[src/rtl/mcpu_ctrl.sv]
// mcpu_ctrl: multi-cycle MIPS-subset control FSM (fetch, decode, execute, memory, write-back).
// Ports:
//   clk, rst (async, active-low)         clock and reset
//   opcode, funct, zero, mio_ready       instruction fields, ALU zero flag, memory handshake
//   mem_r, mem_w, iord                   memory strobes and address select
//   ir_ce, mdr_ce, ab_ce, aluout_ce,     datapath register clock enables
//   pc_ce
//   alu_src_a, alu_src_b, alu_ctrl       ALU operand selects and operation
//   pc_src, reg_dst, mem_to_reg,         PC source, register-file destination / source / write
//   reg_write, ext_zero                  and immediate zero-extension
//   state, illegal_op                    current state and sticky decode-error flag
module mcpu_ctrl #(
   parameter int MEM_WAIT = 1
) (
   input  logic       clk,
   input  logic       rst,
   input  logic [5:0] opcode,
   input  logic [5:0] funct,
   input  logic       zero,
   input  logic       mio_ready,
   output logic       mem_r,
   output logic       mem_w,
   output logic       iord,
   output logic       ir_ce,
   output logic       mdr_ce,
   output logic       ab_ce,
   output logic       aluout_ce,
   output logic       pc_ce,
   output logic       alu_src_a,
   output logic [1:0] alu_src_b,
   output logic [2:0] alu_ctrl,
   output logic [1:0] pc_src,
   output logic [1:0] reg_dst,
   output logic [1:0] mem_to_reg,
   output logic       reg_write,
   output logic       ext_zero,
   output logic [3:0] state,
   output logic       illegal_op
);
   localparam logic [3:0] S_IF = 4'd0, S_ID = 4'd1, S_MA = 4'd2, S_LW_RD = 4'd3, S_LW_WB = 4'd4,
                          S_SW = 4'd5, S_R_EX = 4'd6, S_R_WB = 4'd7, S_BR = 4'd8, S_J = 4'd9,
                          S_I_EX = 4'd10, S_I_WB = 4'd11, S_JAL = 4'd12, S_JR = 4'd13, S_ERR = 4'd14;
   localparam logic [5:0] OP_R = 6'h00, OP_J = 6'h02, OP_JAL = 6'h03, OP_BEQ = 6'h04, OP_BNE = 6'h05,
                          OP_ADDI = 6'h08, OP_SLTI = 6'h0A, OP_ANDI = 6'h0C, OP_ORI = 6'h0D,
                          OP_LUI = 6'h0F, OP_LW = 6'h23, OP_SW = 6'h2B, FN_JR = 6'h08;
   logic [3:0] state_q, state_d;
   logic       illegal_q, illegal_d;
   logic       rdy;
   logic       r_ok;
   logic [2:0] r_op;

   // With MEM_WAIT=0 every memory access completes in its first cycle.
   assign rdy = (MEM_WAIT == 0) | mio_ready;
   assign state = state_q;
   assign illegal_op = illegal_q;

   always_ff @(posedge clk or negedge rst) begin
      if (!rst) begin
         state_q   <= S_IF;
         illegal_q <= 1'b0;
      end else begin
         state_q   <= state_d;
         illegal_q <= illegal_d;
      end
   end

   // R-type funct decode: ALU op plus a flag saying the funct is supported.
   always_comb begin
      r_op = 3'b000;
      r_ok = 1'b1;
      case (funct)
         6'h20: r_op = 3'b010;
         6'h22: r_op = 3'b110;
         6'h24: r_op = 3'b000;
         6'h25: r_op = 3'b001;
         6'h26: r_op = 3'b011;
         6'h27: r_op = 3'b100;
         6'h2A: r_op = 3'b111;
         6'h02: r_op = 3'b101;
         default: r_ok = 1'b0;
      endcase
   end

   always_comb begin
      state_d = state_q;
      case (state_q)
         S_IF:    state_d = rdy ? S_ID : S_IF;
         S_ID:
            case (opcode)
               OP_R:                                    state_d = (funct == FN_JR) ? S_JR : S_R_EX;
               OP_LW, OP_SW:                            state_d = S_MA;
               OP_BEQ, OP_BNE:                          state_d = S_BR;
               OP_J:                                    state_d = S_J;
               OP_JAL:                                  state_d = S_JAL;
               OP_ADDI, OP_ANDI, OP_ORI, OP_SLTI, OP_LUI: state_d = S_I_EX;
               default:                                 state_d = S_ERR;
            endcase
         S_MA:    state_d = (opcode == OP_LW) ? S_LW_RD : S_SW;
         S_LW_RD: state_d = rdy ? S_LW_WB : S_LW_RD;
         S_SW:    state_d = rdy ? S_IF : S_SW;
         S_R_EX:  state_d = r_ok ? S_R_WB : S_ERR;
         S_I_EX:  state_d = S_I_WB;
         S_ERR:   state_d = S_ERR;
         // Remaining single-cycle states and the unused encoding 15 return to fetch.
         default: state_d = S_IF;
      endcase
   end

   assign illegal_d = illegal_q | (state_d == S_ERR);

   // Outputs are gated by rst so an in-flight access is dropped the moment reset asserts.
   always_comb begin
      mem_r      = 1'b0;
      mem_w      = 1'b0;
      iord       = 1'b0;
      ir_ce      = 1'b0;
      mdr_ce     = 1'b0;
      ab_ce      = 1'b0;
      aluout_ce  = 1'b0;
      pc_ce      = 1'b0;
      alu_src_a  = 1'b0;
      alu_src_b  = 2'b00;
      alu_ctrl   = 3'b000;
      pc_src     = 2'b00;
      reg_dst    = 2'b00;
      mem_to_reg = 2'b00;
      reg_write  = 1'b0;
      ext_zero   = 1'b0;
      if (rst) begin
         case (state_q)
            S_IF: begin
               mem_r     = 1'b1;
               alu_src_b = 2'b01;
               alu_ctrl  = 3'b010;
               ir_ce     = rdy;
               pc_ce     = rdy;
            end
            S_ID: begin
               ab_ce     = 1'b1;
               aluout_ce = 1'b1;
               alu_src_b = 2'b11;
               alu_ctrl  = 3'b010;
            end
            S_MA: begin
               aluout_ce = 1'b1;
               alu_src_a = 1'b1;
               alu_src_b = 2'b10;
               alu_ctrl  = 3'b010;
            end
            S_LW_RD: begin
               iord   = 1'b1;
               mem_r  = 1'b1;
               mdr_ce = rdy;
            end
            S_LW_WB: begin
               reg_write  = 1'b1;
               mem_to_reg = 2'b01;
            end
            S_SW: begin
               iord  = 1'b1;
               mem_w = 1'b1;
            end
            S_R_EX: begin
               aluout_ce = 1'b1;
               alu_src_a = 1'b1;
               alu_ctrl  = r_op;
            end
            S_R_WB: begin
               reg_write = 1'b1;
               reg_dst   = 2'b01;
            end
            S_BR: begin
               alu_src_a = 1'b1;
               alu_ctrl  = 3'b110;
               pc_src    = 2'b01;
               pc_ce     = (opcode == OP_BEQ) ? zero : ~zero;
            end
            S_J: begin
               pc_ce  = 1'b1;
               pc_src = 2'b10;
            end
            S_JR: begin
               pc_ce  = 1'b1;
               pc_src = 2'b11;
            end
            S_JAL: begin
               pc_ce      = 1'b1;
               pc_src     = 2'b10;
               reg_write  = 1'b1;
               reg_dst    = 2'b10;
               mem_to_reg = 2'b10;
            end
            S_I_EX: begin
               aluout_ce = 1'b1;
               alu_src_a = 1'b1;
               alu_src_b = 2'b10;
               alu_ctrl  = (opcode == OP_ADDI) ? 3'b010 :
                           (opcode == OP_ORI)  ? 3'b001 :
                           (opcode == OP_SLTI) ? 3'b111 : 3'b000;
               ext_zero  = (opcode == OP_ANDI) | (opcode == OP_ORI);
            end
            S_I_WB: begin
               reg_write  = 1'b1;
               mem_to_reg = (opcode == OP_LUI) ? 2'b11 : 2'b00;
            end
            default: ;
         endcase
      end
   end
endmodule

[config.mk]
export PLATFORM = sky130hd
export DESIGN_NAME = mcpu_ctrl
export DESIGN_NICKNAME = d
export VERILOG_FILES = /design/src/rtl/mcpu_ctrl.sv
export SDC_FILE = /design/constraint.sdc
export NUM_CORES = 1
export LEC_CHECK = 0
export CORE_UTILIZATION = 39
export CTS_CLUSTER_SIZE = 30
export DETAILED_ROUTE_END_ITERATION = 10
export PLACE_DENSITY = 0.83
export SYNTH_ARGS = -nofsm -noshare
export SYNTH_HDL_FRONTEND = slang
export SYNTH_SLANG_ARGS = --single-unit
export TNS_END_PERCENT = 30
[constraint.sdc]
create_clock -name clk -period 1.6 [get_ports clk]
set_input_delay 0.32 -clock clk [delete_from_list [all_inputs] [get_ports clk]]
set_output_delay 0.32 -clock clk [all_outputs]
set_load 0.02 [all_outputs]
Word-level counts from Yosys, hierarchy flattened
Index checks and enable logic that the tools add are counted.
{"block": "word_totals", "reg_bits": 5, "in_bits": 16, "output_inout_bits": 27, "word_cells": 102}
{"block": "op_classes", "eq_ne": 35, "muxes": 47, "bitwise_logic": 3, "reduce_logical": 15}
{"op": "$eq A6 B6 Y1 const B", "n": 9}
{"op": "$eq A6 B4 Y1 const B", "n": 6}
{"op": "$eq A4 B4 Y1 const B", "n": 8}
{"op": "$pmux W4 S8", "n": 1}
{"op": "$mux W1", "n": 24}
{"op": "$pmux W4 S6", "n": 1}
{"op": "$mux W3", "n": 7}
{"op": "$pmux W3 S7", "n": 1}
{"op": "$eq A6 B2 Y1 const B", "n": 3}
{"op": "$pmux W2 S3", "n": 3}
{"op": "$eq A4 B3 Y1 const B", "n": 4}
{"op": "$eq A6 B3 Y1 const B", "n": 2}
{"op": "$pmux W3 S4", "n": 1}
{"op": "$reduce_or A2 Y1", "n": 6}
{"op": "$reduce_or A4 Y1", "n": 3}
{"op": "$mux W2", "n": 5}
{"op": "$eq A4 B2 Y1 const B", "n": 2}
{"op": "$mux W4", "n": 2}
{"op": "$reduce_or A8 Y1", "n": 1}
{"op": "$logic_not A6 Y1", "n": 1}
{"op": "$reduce_or A3 Y1", "n": 2}
{"op": "$reduce_or A5 Y1", "n": 1}
{"op": "$eq A4 B1 Y1 const B", "n": 1}
{"op": "$logic_not A4 Y1", "n": 1}
{"op": "other kinds (4)", "n": 5}

Logic depth before layout (Yosys ltp)
Gate-level depths: netlist (run 1).
{"block": "logic_depth", "depth_word": 7, "mapped_depth": 6, "ltp_nobuf": 5}

Worst setup path after synthesis (run 1)
OpenSTA, ideal clock, no wires.
{"block": "synth_path", "path_kind": "input -> output", "from": "in opcode[3]", "to": "out pc_ce", "arrival_time_ns": 1.831, "t_required_ns": 1.280, "slack_ns": -0.551, "cell_stages": 5, "n_path_buf": 0, "cell_sequence": "or3_4 -> nor4_1 -> xor2_1 -> nand3_1 -> nor4bb_1"}
{"block": "synth_between", "elab_chain_len": 4}
{"item": "start: declaration", "line_no": "17", "rtl": "input logic [5:0] opcode,"}
{"item": "$eq A6 B3 Y1", "line_no": "176", "rtl": "pc_ce = (opcode == OP_BEQ) ? zero : ~zero;"}
{"item": "$mux W1", "line_no": "176"}
{"item": "$pmux W1 S3", "line_no": "130", "rtl": "case (state_q)"}
{"item": "$mux W1", "line_no": "129", "rtl": "if (rst) begin"}
{"item": "end: declaration", "line_no": "28", "rtl": "output logic pc_ce,"}
No other way between the ends.

Worst setup path after layout (run 1)
{"block": "layout_path", "from": "reg state_q[0] (netlist: state[0])", "to": "out aluout_ce"}
{"block": "layout_between", "elab_chain_len": 4, "word_cells_on_any_way": 7, "classes_between": "eq/ne (4); mux (2); reduce/logical (1)"}
{"item": "start: declaration", "line_no": "46", "rtl": "logic [3:0] state_q, state_d;"}
{"item": "start signal: assignment", "line_no": "62", "rtl": "state_q <= state_d;"}
{"item": "$eq A4 B1 Y1 (tied with other cells)", "line_no": "130"}
{"item": "$reduce_or A4 Y1 (no line) *"}
{"item": "$mux W1 *", "line_no": "130"}
{"item": "$mux W1 *", "line_no": "129"}
{"item": "end: declaration", "line_no": "27", "rtl": "output logic aluout_ce,"}
Mark *: on every way between the ends. The rest lies on a longest branch, timed or not.

==> flow_metrics.py, run 1 <==
metrics = {
    "timing": {
        "final_hold_viol_count": 0,
        "layout_setup_ws_ps": -589,
        "maxSlewHeadroom_pct": 61.8,
        "grt_setup_unrepaired": "true",
        "tns_ps": -8420,
        "slew_violations": 0,
        "period_needed_ps": 2190,
        "worst-slew-pin-transition_ps": 559,
        "timing.fmax_mhz": 457,
        "setup_violations": 29,
        "fin_crit_sh_pct": 137,
        "fin_hold_ws_ps": 132,
        "clock_skew_ps": 7.39,
    },
    "global_routing": {
        "grt_max_degree": 19,
        "gr-total-overflow": 0,
        "met1_usage_pct": 47.4,
        "grt_pass1_vias": 1613,
        "grt_use_met3_pct": 7.06,
        "track_usage_pct": 40.8,
        "antenna_found_initial": 0,
        "grt_pass1_wl_um": 8100,
        "top_usage_layer": "met2",
        "use_met2_pct": 71.5,
    },
    "placement": {
        "dp_hpwl_um": 3160,
        "port_buffers": 42,
        "place_ws_ps": -1170,
        "globalplace.congestion": 0.898,
        "dpl_cell_area_um2": 1980,
        "dp_cells": 264,
    },
    "die": {
        "die-area_um2": 2870,
        "core_um2": 2500,
        "die_w_um": 53.5,
        "start_util_pct": 41.4,
        "die_h_um": 53.5,
        "row_count": 18,
        "ios": 43,
    },
    "power_and_ir_drop": {
        "cellLeakagePower_nw": 1.11,
        "combinationalPowerShare_pct": 87.9,
        "switching_share_pct": 52.8,
        "power_density_nw_per_um2": 1480,
        "power.share.clock_pct": 4.5,
        "switchingPower_mw": 1.90,
        "finalPower_mw": 3.61,
        "internal_power_mw": 1.70,
        "vdd_ir_drop_max_mv": 1.49,
        "power_frac_seq_pct": 7.6,
    },
    "worst_setup_path": {
        "path_cells": "buf_4 -> buf_6 -> nand2b_4 -> nor2_1 -> nor2_1 -> nor2_1 -> o21a_1 -> buf_6",
        "arrival_ps": 1870,
        "criticalPathCategory": "register to output port",
        "crit_fanout": 7,
        "cpPeakStageDelay_ps": 430,
        "cp_common_cell": "nor2_1",
        "path_delay_family": "simple AND/OR/NAND/NOR gates",
        "endpoint_kind": "output port",
        "crit_buf_inv": 3,
        "crit_slowest_cell": "dfrtp_2",
        "worstReg2RegStart": "state[3]$_DFF_PN0_",
        "cp.required_ps": 1280,
        "worstSetupStartpointType": "register",
        "cp-startpoint": "state[0]$_DFF_PN0_",
    },
    "synthesis": {
        "ys_seq_area_share_pct": 12.1,
        "yosysWarnings": 0,
        "syn_nets": 171,
        "synth_area_leaders": "dfrtp_1 (12%), o21ai_0 (7.7%), nor2_1 (7.6%), nand2_1 (4.7%), xor2_1 (4.2%)",
        "avgSynthCellArea_um2": 6.68,
        "synth-main-ff-cell": "dfrtp_1",
        "synthDominantCellAreaShare_pct": 12.1,
        "synth-edff-count": 0,
        "syn-instance-count": 155,
        "synth-seq-cells": 5,
        "synth.distinct_cells": 53,
        "netlist_area_um2": 1040,
        "async_reset_ff_share_pct": 100,
        "yosysTopAreaCell": "dfrtp_1",
    },
    "cells_and_area": {
        "antenna_cells": 0,
        "post-route-util_pct": 97.4,
        "drive_gt1_share_pct": 68.6,
        "finalNonFillerCells": 291,
        "layout-area-overhead-vs-synth_pct": 135,
        "finalInstanceArea_um2": 2440,
        "nNetsFinal": 278,
    },
    "clock_network": {
        "ctsHoldBuffers": 0,
        "worstSkewPairLatency_ps": 260,
        "clkSlewWorstSetupHoldPaths_ps": 50,
        "cts_tree": "built",
        "cts.sinks": 5,
        "ctsRootBufferMaster": "clkbuf_4",
        "numCtsBuffers": 3,
        "htree_levels": 1,
        "cts_buffer_depth": 2,
    },
    "routing": {
        "postRouteAntennaNets": 0,
        "viasPerCell": 7.13,
        "drt_iter0_drc": 157,
        "drt-total-wl_um": 7850,
        "drc": 0,
        "wl_per_cell_um": 27.0,
        "drt_pre_antenna_iters": 4,
        "num_vias": 2075,
    },
    "status": {
        "violations": "setup timing",
        "outcome": "finished with violations",
    },
    "flow_run": {
        "drv_cap": 0,
    },
    "worst_hold_path": {
        "hold_class": "primary input to asynchronous set/reset pin",
    },
}
-- layout make-up --
cell class | instances | area (um^2)
Sequential cell | 5 | 130
Multi-Input combinational cell | 134 | 1230
Timing Repair Buffer | 114 | 996
Fill cell | 41 | 63.8
Clock buffer | 4 | 26.3
Inverter | 4 | 15.0
Tap cell | 30 | 37.5
-- power groups by stage --
stage	sequential, mW	clock (mW)	combinational, mW
2_1_floorplan	0.298	0	1.26
3_3_place_gp	0.241	0	2.10
3_5_place_dp	0.244	0	2.17
4_1_cts	0.253	0.156	2.37
5_1_grt	0.276	0.174	3.30
6_report	0.273	0.162	3.17
-- flip-flops by register name, summed over array words and instances (netlist names) --
name and flops:
illegal_op 1, state 4
-- per-layer routing --
layer | wire, um | up-vias
met5 | 0 | -
met4 | 941 | 0
met3 | 1010 | 123
met2 | 3450 | 236
met1 | 2450 | 926
li1 | - | 790
-- cells in the final DEF (no fill, tap or decap), types with 4 or more instances in the layout --
| cell | n |
|---|---|
| a31oi_1 | 4 |
| buf_4 | 60 |
| buf_6 | 36 |
| clkbuf_2 | 10 |
| dfrtp_2 | 4 |
| nand2_1 | 6 |
| nand2_2 | 6 |
| nand2b_1 | 4 |
| nor2_1 | 13 |
| nor2_4 | 5 |
| nor3_4 | 4 |
| o21ai_0 | 6 |
| o21ai_1 | 6 |
| xor2_1 | 5 |
-- worst register-to-register path: cells and delay by family, from the launching register on --
family / cells / cell delay, ps
AND/OR/NAND/NOR: 1 / 320
flip-flops: 1 / 470
AO/OA/AOI/OAI: 4 / 740
buffers and inverters: 2 / 280
-- synthesized netlist by cell type (all sizes together) (2+ instances only) --
cell type and instances:
a21oi 6, nand3b 2, nand2b 6, or3 2
inv 4, dfrtp 5, nor2b 4, nor3b 3
nand2 13, or4 2, o22ai 2, nor2 21
clkbuf 7, and3 2, nor4 2, nand3 5
and3b 2, o21ai 16, xor2 5, buf 5
nor4b 2, a2111oi 2, nor3 6, and2 2
a21o 2, a31oi 4, or2 2, o31ai 4
-- repair_timing --
item                       CTS  global route
setup endpoints to repair   31            30
cloned                       0             0
setup buffers                6            17
gates resized for setup    189            68
pin swaps                   24            23
-- worst paths after layout --
check	to	slack, ps	depth (start not counted)
min in group clk	state[1]$_DFF_PN0_	680	6
min reg2reg	illegal_op$_DFF_PN0_	730	2
min	state[3]$_DFF_PN0_	130	2
max reg2reg	illegal_op$_DFF_PN0_	-300	7
max	aluout_ce	-590	8
max in group asynchronous	state[1]$_DFF_PN0_	1320	2
-- cell families after synthesis --
kind of cell | count (synthesis) | synth area share, %
AO/OA/AOI/OAI | 46 | 29.0
XOR/XNOR | 5 | 4.23
AND/OR/NAND/NOR | 81 | 45.5
buffers and inverters | 16 | 7.13
flip-flops | 5 | 12.1
multiplexers | 2 | 2.05
Power figures use the tool's default switching activity.
==> run 2, diff against run 1 <==
--- a/config.mk
+++ b/config.mk
@@ -5,6 +5,8 @@
 export SDC_FILE = /design/constraint.sdc
 export NUM_CORES = 1
 export LEC_CHECK = 0
+export CAP_MARGIN = 0
+export CORE_ASPECT_RATIO = 1.1
 export CORE_UTILIZATION = 39
 export CTS_CLUSTER_SIZE = 30
 export DETAILED_ROUTE_END_ITERATION = 10
==> flow_metrics.py, run 2 (synthesis results as in run 1) <==
metrics = {
    "routing": {
        "drt_iter0_drc": 95,
        "dr_wl_met3_um": 781,
        "routed-wl-met2_um": 3310,
        "wl_per_cell_um": 24.1,
        "viasPerCell": 6.59,
        "wl_met1_um": 2390,
        "num_vias": 1897,
        "postRouteAntennaNets": 0,
        "top_layer": "met4",
        "drc": 0,
        "drt-total-wl_um": 6950,
        "drt_pre_antenna_iters": 4,
    },
    "timing": {
        "fin_crit_sh_pct": 133,
        "timing.fmax_mhz": 471,
        "slew_violations": 0,
        "grt_setup_unrepaired": "true",
        "worst-slew-pin-transition_ps": 495,
        "period_needed_ps": 2120,
        "tns_ps": -7580,
        "layout_setup_ws_ps": -522,
        "final_hold_viol_count": 0,
        "setup_violations": 26,
        "maxSlewHeadroom_pct": 66.9,
        "clock_skew_ps": 2.64,
    },
    "global_routing": {
        "grt_pass1_vias": 1750,
        "antenna_found_initial": 0,
        "track_usage_pct": 38.1,
        "grt_max_degree": 17,
        "grt_pass1_wl_um": 8220,
        "gr-total-overflow": 0,
    },
    "cells_and_area": {
        "drive_gt1_share_pct": 66.5,
        "layout_commonest_cell": "buf_4",
        "post-route-util_pct": 94.8,
        "nNetsFinal": 274,
        "mostFrequentLayoutCells": "buf_4 (58), buf_6 (28), nor2_1 (10)",
        "multiInputGateArea_um2": 1220,
        "fillers": 76,
        "antenna_cells": 0,
        "largest_reg_flops": 4,
        "final-seq-area_um2": 130,
        "layout-area-overhead-vs-synth_pct": 131,
    },
    "clock_network": {
        "numCtsBuffers": 3,
        "htree_levels": 1,
        "cts_tree": "built",
        "cts.sinks": 5,
        "worstSkewPairLatency_ps": 260,
        "clkSlewWorstSetupHoldPaths_ps": 50,
        "ctsRootBufferMaster": "clkbuf_4",
        "cts_buffer_depth": 2,
        "ctsHoldBuffers": 0,
    },
    "worst_hold_path": {
        "hold_class": "primary input to asynchronous set/reset pin",
    },
    "power_and_ir_drop": {
        "power_density_nw_per_um2": 1420,
        "cellLeakagePower_nw": 1.11,
        "vdd_ir_drop_max_mv": 1.61,
    },
    "die": {
        "row_count": 19,
        "die_w_um": 51.1,
        "start_util_pct": 41.1,
        "die-area_um2": 2870,
        "ios": 43,
        "core_um2": 2520,
        "die_h_um": 56.1,
    },
    "worst_setup_path": {
        "cp.required_ps": 1280,
        "endpoint_kind": "output port",
        "arrival_ps": 1800,
        "crit_fanout": 4,
        "worstSetupStartpointType": "register",
        "criticalPathCategory": "register to output port",
        "r2r_setup_slack_ps": -270,
    },
    "placement": {
        "port_buffers": 42,
        "dp_hpwl_um": 3370,
        "globalplace.congestion": 0.899,
        "place_ws_ps": -1190,
    },
    "flow_run": {
        "drv_cap": 0,
    },
    "status": {
        "violations": "setup timing",
        "outcome": "finished with violations",
    },
}
## run 2: cell count changes in the layout (fill, tap and decap cells not counted), sizes merged
cell | before | now
buf | 99 | 93
clkdlybuf4s50 | 2 | 3
clkbuf | 14 | 12
dlymetal6s2s | 1 | 4
clkdlybuf4s15 | 0 | 1
dlygate4sd2 | 2 | 1
## run 2: per-layer routing
layer / track usage (%) / vias to the layer above
met5: 0 / -
met3: 9.56 / 54
met2: 67.1 / 171
li1: - / 782
met4: 19.0 / 0
met1: 40.9 / 890
## run 2: layout make-up
class,count,area share (%)
Inverter,4,0.733
Timing Repair Buffer,110,40.2
Tap cell,31,1.62
Sequential cell,5,5.45
Multi-Input combinational cell,134,50.9
Clock buffer,4,1.10
## run 2: worst max-delay path: stages (launching register included)
cell     delay (ps)
dfrtp_2         450
nand2_2          80
or4_4           510
mux2i_1         220
and2_4          180
buf_6           110
## run 2: power by group
group	internal (mW)	leakage, nW	switching, mW
Sequential	0.182	0.0598	0.0870
Clock	0.0956	0.0150	0.0721
Combinational	1.35	1.03	1.61
Total	1.63	1.11	1.77
## run 2: path summary, 6_finish.rpt
| kind | startpoint | to | depth (start not counted) |
|---|---|---|---|
| setup / recovery | state[0]$_DFF_PN0_ | mem_to_reg[0] | 5 |
| hold / removal | rst | state[0]$_DFF_PN0_ | 2 |
| setup reg to reg | state[1]$_DFF_PN0_ | illegal_op$_DFF_PN0_ | 7 |
| hold reg to reg | illegal_op$_DFF_PN0_ | illegal_op$_DFF_PN0_ | 2 |
| max in group asynchronous | rst | state[3]$_DFF_PN0_ | 3 |
| min in group clk | opcode[4] | state[1]$_DFF_PN0_ | 5 |
## run 2: metrics by stage
| step | instance area, um^2 | total power, mW | hold slack (ps) | std cells |
|---|---|---|---|---|
| floorplan | 1230 | 1.55 | 24.4 | 155 |
| finish | 2390 | 3.40 | 447 | 288 |
| global placement | 2000 | 2.38 | 658 | 268 |
| detailed placement | 2000 | 2.46 | 675 | 268 |
| CTS | 2170 | 2.83 | 445 | 281 |
| global route | 2390 | 3.50 | 431 | 288 |
## run 2: what timing repair did
action,CTS,global route
pin swaps,16,27
gates resized for setup,168,73
setup endpoints to repair,31,31
buffers inserted,9,7
